==> src/rtl/fact_seq_ctrl.sv <==
// -----------------------------------------------------------------------------
// fact_seq_ctrl
//
// Moore controller that steps the shared 4-entry register file / ALU datapath
// through an iterative factorial. The result n! ends up in R1.
//
// Register usage:
//   R0  down-counter, starts at n
//   R1  accumulator, holds the result
//   R2  constant 1, used to decrement R0
//   R3  unused
//
// Ports:
//   clk        rising-edge system clock
//   reset      asynchronous active-high reset; forces IDLE and zeroes all outputs
//   start      request pulse; only looked at in IDLE
//   n_in       operand n; latched when a legal start is accepted
//   is_zero    datapath flag: ALU result is zero this cycle
//   ovf        datapath flag: multiply overflowed 32 bits this cycle
//   read_add1  register-file read port A address
//   read_add2  register-file read port B address
//   write_add  register-file write address
//   operation  ALU op (000 ADD, 001 SUB, 010 MUL, 011 PASS_A)
//   wd_selec   write-data select (1 = imm_data, 0 = ALU result)
//   write_en   register-file write strobe
//   imm_data   immediate write value
//   busy       high in every state except IDLE
//   done       one-cycle completion pulse
//   error      sticky overflow / illegal-n flag; cleared by the next legal start
// -----------------------------------------------------------------------------
module fact_seq_ctrl #(
  parameter int N_W   = 5,
  parameter int N_MAX = 12
) (
  input  logic           clk,
  input  logic           reset,
  input  logic           start,
  input  logic [N_W-1:0] n_in,
  input  logic           is_zero,
  input  logic           ovf,
  output logic [1:0]     read_add1,
  output logic [1:0]     read_add2,
  output logic [1:0]     write_add,
  output logic [2:0]     operation,
  output logic           wd_selec,
  output logic           write_en,
  output logic [31:0]    imm_data,
  output logic           busy,
  output logic           done,
  output logic           error
);

  localparam logic [2:0] OP_ADD  = 3'b000;
  localparam logic [2:0] OP_SUB  = 3'b001;
  localparam logic [2:0] OP_MUL  = 3'b010;
  localparam logic [2:0] OP_PASS = 3'b011;

  localparam logic [1:0] R_CNT = 2'd0;
  localparam logic [1:0] R_ACC = 2'd1;
  localparam logic [1:0] R_ONE = 2'd2;

  localparam logic [N_W-1:0] N_MAX_W = N_W'(N_MAX);

  typedef enum logic [2:0] {
    S_IDLE,
    S_LOAD_N,
    S_LOAD_ONE,
    S_INIT_ACC,
    S_CHECK,
    S_MUL,
    S_DEC,
    S_DONE
  } state_t;

  state_t         state_q, state_d;
  logic [N_W-1:0] n_q, n_d;
  logic           error_q, error_d;

  // ---------------------------------------------------------------------------
  // State, latched operand and sticky error flag
  // ---------------------------------------------------------------------------
  always_ff @(posedge clk or posedge reset) begin
    if (reset) begin
      state_q <= S_IDLE;
      n_q     <= '0;
      error_q <= 1'b0;
    end else begin
      state_q <= state_d;
      n_q     <= n_d;
      error_q <= error_d;
    end
  end

  // ---------------------------------------------------------------------------
  // Next-state logic
  // ---------------------------------------------------------------------------
  always_comb begin
    state_d = state_q;
    n_d     = n_q;
    error_d = error_q;
    case (state_q)
      S_IDLE: begin
        if (start) begin
          if (n_in > N_MAX_W) begin
            // Illegal operand: report straight away without touching the
            // register file.
            state_d = S_DONE;
            error_d = 1'b1;
          end else begin
            state_d = S_LOAD_N;
            n_d     = n_in;
            error_d = 1'b0;
          end
        end
      end
      S_LOAD_N:   state_d = S_LOAD_ONE;
      S_LOAD_ONE: state_d = S_INIT_ACC;
      S_INIT_ACC: state_d = S_CHECK;
      S_CHECK:    state_d = is_zero ? S_DONE : S_MUL;
      S_MUL: begin
        // The overflowed product is still written to R1; the run just stops.
        if (ovf) begin
          state_d = S_DONE;
          error_d = 1'b1;
        end else begin
          state_d = S_DEC;
        end
      end
      S_DEC:      state_d = S_CHECK;
      S_DONE:     state_d = S_IDLE;
      default:    state_d = S_IDLE;
    endcase
  end

  // ---------------------------------------------------------------------------
  // Output decode: a pure function of the state register
  // ---------------------------------------------------------------------------
  always_comb begin
    read_add1 = 2'd0;
    read_add2 = 2'd0;
    write_add = 2'd0;
    operation = OP_ADD;
    wd_selec  = 1'b0;
    write_en  = 1'b0;
    imm_data  = 32'd0;
    busy      = (state_q != S_IDLE);
    done      = (state_q == S_DONE);
    case (state_q)
      S_LOAD_N: begin
        write_add = R_CNT;
        wd_selec  = 1'b1;
        write_en  = 1'b1;
        imm_data  = 32'(n_q);
      end
      S_LOAD_ONE: begin
        write_add = R_ONE;
        wd_selec  = 1'b1;
        write_en  = 1'b1;
        imm_data  = 32'd1;
      end
      S_INIT_ACC: begin
        write_add = R_ACC;
        wd_selec  = 1'b1;
        write_en  = 1'b1;
        imm_data  = 32'd1;
      end
      S_CHECK: begin
        // Route the counter through the ALU so is_zero reflects R0.
        read_add1 = R_CNT;
        operation = OP_PASS;
      end
      S_MUL: begin
        read_add1 = R_ACC;
        read_add2 = R_CNT;
        write_add = R_ACC;
        operation = OP_MUL;
        write_en  = 1'b1;
      end
      S_DEC: begin
        read_add1 = R_CNT;
        read_add2 = R_ONE;
        write_add = R_CNT;
        operation = OP_SUB;
        write_en  = 1'b1;
      end
      default: ;
    endcase
  end

  assign error = error_q;

endmodule

==> config.mk <==
export PLATFORM = sky130hd
export DESIGN_NAME = fact_seq_ctrl
export DESIGN_NICKNAME = d
export VERILOG_FILES = /design/src/rtl/fact_seq_ctrl.sv
export SDC_FILE = /design/constraint.sdc
export NUM_CORES = 1
export LEC_CHECK = 0
export ABC_CLOCK_PERIOD_IN_PS = 2300
export CORE_MARGIN = 2
export CORE_UTILIZATION = 33
export DETAILED_ROUTE_END_ITERATION = 10
export GPL_TIMING_DRIVEN = 0
export HOLD_SLACK_MARGIN = 0.02
export PLACE_DENSITY = 0.84
export SKIP_LAST_GASP = 1
export SYNTH_ARGS = -nofsm -noshare
export SYNTH_HDL_FRONTEND = slang
export SYNTH_SLANG_ARGS = --single-unit
==> constraint.sdc <==
create_clock -name clk -period 2.3 [get_ports clk]
set_clock_uncertainty 0.15 [all_clocks]
set_input_delay 0.46 -clock clk [delete_from_list [all_inputs] [get_ports clk]]
set_output_delay 0.46 -clock clk [all_outputs]
set_load 0.02 [all_outputs]
==> impl_metrics.ini <==
[outcome]
status = finished clean

[clocking]
cts_tree = built
cts_root_buf = clkbuf_4
cts_setup_buffers = 0
cts_buffers = 3
htreeDepth = 1
insertion_delay_ps = 250
cts_num_sinks = 9
cts-resized-gates = 13
postCtsHoldBufs = 0
cts_buffer_depth = 2
clk_pin_slew_ps = 60

[sta]
setup_viol = 0
min_period_over_period_pct = 97.0
whs_ps = 332
hold_viol = 0
fmax_ghz = 0.448
fin_tns_setup_ps = 0
slew_viol_final = 0
period_needed_ps = 2230
grt_setup_unrepaired = false

[pwr]
seqPwrFrac_pct = 25.8
power.share.clock_pct = 10.2
max-vdd-ir-drop_uv = 559
leakagePower_nw = 0.689
p_int_mw = 0.642
combPwrFrac_pct = 64.0
p_switching_mw = 0.522
powerDensity_mw_per_mm2 = 988
swShare_pct = 44.8

[drt]
drc = 0
wl_mm = 1.61
num_vias = 645
drt-pass1-iter-count = 3
wl_per_cell_um = 9.48
drtIter0Drc = 9
antenna_left = 0
vias_per_cell = 3.79

[yosys]
syn_avg_cell_area_um2 = 8.91
yosys_warnings = 0
post_synth_num_cell_types = 27
synth_area_um2 = 748
syn_inst = 84
ys_ff_latch = 9
ys_seq_area_share_pct = 30.1

[critical_path]
cp_top_family = buffers and inverters
cp_max_fo = 10
crit_buf_inv = 2
cp_slowest_cell = clkdlybuf4s50_1
critical_path_arrival_ps = 1620
cp.required_ps = 1690
path_class = flip-flop to output pin
crit_chain = buf_2 -> and2b_1 -> clkdlybuf4s50_1
cpPeakStageDelay_ps = 590
cp-start-kind = flip-flop
end_kind = output pin

[layout]
final_area_mm2 = 0.00118
nets = 153
layout-drive-gt1-share_pct = 32.4
final_util_pct = 54.3
area_delta_synth_final_pct = 57.4
stdcell_count = 170
n_antenna_cell = 0

[grt]
grt_max_degree = 11
antenna_found_initial = 0
grt_pass1_vias = 575
grtUsageTotal_pct = 12.2
grt_pass1_wl_mm = 2.55
met3_usage_pct = 2.01
globalRoute.busiestLayer = met2
met2_usage_pct = 25.9
globalRoute.totalOverflow = 0
grt_util_met1_pct = 12.6

[min_path]
hold_path_class = primary input to async pin

[place]
hpwl_mm = 1.37
place.gp.congestion = 0.773
place_area_mm2 = 0.00114
dp_cells = 166
io_buffers = 25

[die]
die_x_um = 51.6
dieArea_mm2 = 0.00266
core-area_mm2 = 0.00217
rows = 17
io_pins = 56
initial_core_util_pct = 34.5
fp.dieH_um = 51.6

[run]
maxCapViolations = 0
[routing by layer]
metal / vias to the layer above / routed length, um / part of all wire (%)
met2: 28 / 937 / 58
li1: 335 / - / -
met1: 282 / 531 / 33
met5: - / 0 / 0
met4: 0 / 0 / 0
met3: 0 / 143 / 8.9
[registers in the layout, indices dropped and copies added, names as in the netlist]
register  count
state_q       3
n_q           5
error         1
[kinds of logic (layout without fill, tap and decap cells)]
family          after synthesis  in the layout  synth area share, %
compound gates               10             10                 9.37
xor+xnor                      1              1                 1.17
flops                         9              9                 30.1
other cells                   1             30                0.501
simple gates                 25             25                 20.6
mux                           4              4                 6.02
buf+inv                      34             63                 32.3
[worst register-to-register path: stages (launching register included)]
cell and delay, ps:
dfrtp_2 460, or4b_4 590, nor3_4 310, mux2_2 380
[metrics by stage]
stage | total power [mW] | setup slack [ps]
2_1_floorplan | 0.778 | 342
3_3_place_gp | 1.06 | -112
3_5_place_dp | 1.08 | -153
4_1_cts | 1.16 | -146
5_1_grt | 1.25 | 3.30
6_report | 1.16 | 69.3
[synth_stat cells, drive strengths merged]
| cell | n | area [um2] |
|---|---|---|
| nor3b | 1 | 7.51 |
| o21ai | 2 | 10.0 |
| and2 | 1 | 6.26 |
| o21ba | 1 | 10.0 |
| nor2 | 7 | 26.3 |
| a31oi | 1 | 6.26 |
| xnor2 | 1 | 8.76 |
| a21oi | 2 | 10.0 |
| nor3 | 2 | 21.3 |
| buf | 31 | 230 |
| mux2 | 4 | 45.0 |
| dfrtp | 9 | 225 |
| or3 | 1 | 6.26 |
| nor2b | 3 | 18.8 |
| o21a | 1 | 7.51 |
| and2b | 2 | 15.0 |
| nand2 | 2 | 7.51 |
| or4b | 1 | 13.8 |
| o211a | 1 | 10.0 |
| conb | 1 | 3.75 |
| clkbuf | 2 | 7.51 |
| a221oi | 1 | 8.76 |
| a22oi | 1 | 7.51 |
| and3 | 5 | 31.3 |
| inv | 1 | 3.75 |
[layout make-up]
cell class / count / area, um2
multi-input cells: 70 / 393
flip-flops and latches: 9 / 228
fillers: 212 / 992
plain buffers: 33 / 243
clock buffers: 4 / 26.3
well taps: 28 / 35.0
repair buffers: 25 / 249
inverters: 1 / 3.75
[power by group through the flow]
stage	sequential, mW	clock [mW]	combinational, mW
after floorplan	0.284	0	0.494
after global placement	0.289	0	0.769
after detailed placement	0.295	0	0.782
after CTS	0.294	0.123	0.743
after global routing	0.311	0.134	0.806
final	0.300	0.119	0.745
[path summary, 6_finish.rpt]
kind | slack [ps] | startpoint | to | cells past startpoint
max in group asynchronous | 1380 | reset | state_q[0]$_DFFE_PP0P_ | 2
setup reg to reg | 300 | state_q[0]$_DFFE_PP0P_ | n_q[1]$_DFFE_PP0P_ | 3
hold / removal | 330 | reset | n_q[2]$_DFFE_PP0P_ | 2
min in group clk | 350 | n_q[4]$_DFFE_PP0P_ | n_q[4]$_DFFE_PP0P_ | 1
hold reg to reg | 350 | n_q[4]$_DFFE_PP0P_ | n_q[4]$_DFFE_PP0P_ | 1
setup / recovery | 70 | state_q[2]$_DFFE_PP0P_ | operation[0] | 3
[cells in the final DEF, fill, tap and decap left out]
| master | count |
|---|---|
| or4b_4 | 1 |
| dfrtp_2 | 2 |
| nor3_4 | 1 |
| nor3b_1 | 1 |
| o21ai_0 | 2 |
| a22oi_1 | 1 |
| dlymetal6s2s_1 | 3 |
| nor2_1 | 7 |
| nor2b_2 | 1 |
| or3_1 | 1 |
| a221oi_1 | 1 |
| and2b_1 | 2 |
| dlygate4sd2_1 | 7 |
| and2_1 | 1 |
| buf_2 | 2 |
| inv_1 | 1 |
| mux2_2 | 4 |
| a21oi_1 | 2 |
| o21ba_2 | 1 |
| a31oi_1 | 1 |
| o211a_1 | 1 |
| nand2_1 | 2 |
| clkbuf_4 | 4 |
| nor2b_1 | 2 |
| and3_1 | 5 |
| dfrtp_1 | 7 |
| clkdlybuf4s50_1 | 12 |
| buf_4 | 30 |
| clkbuf_1 | 1 |
| o21a_1 | 1 |
| clkdlybuf4s15_1 | 3 |
| xnor2_1 | 1 |
| nor3_1 | 1 |
| conb_1 | 30 |
Note: power is estimated with default switching activity, not from simulation.
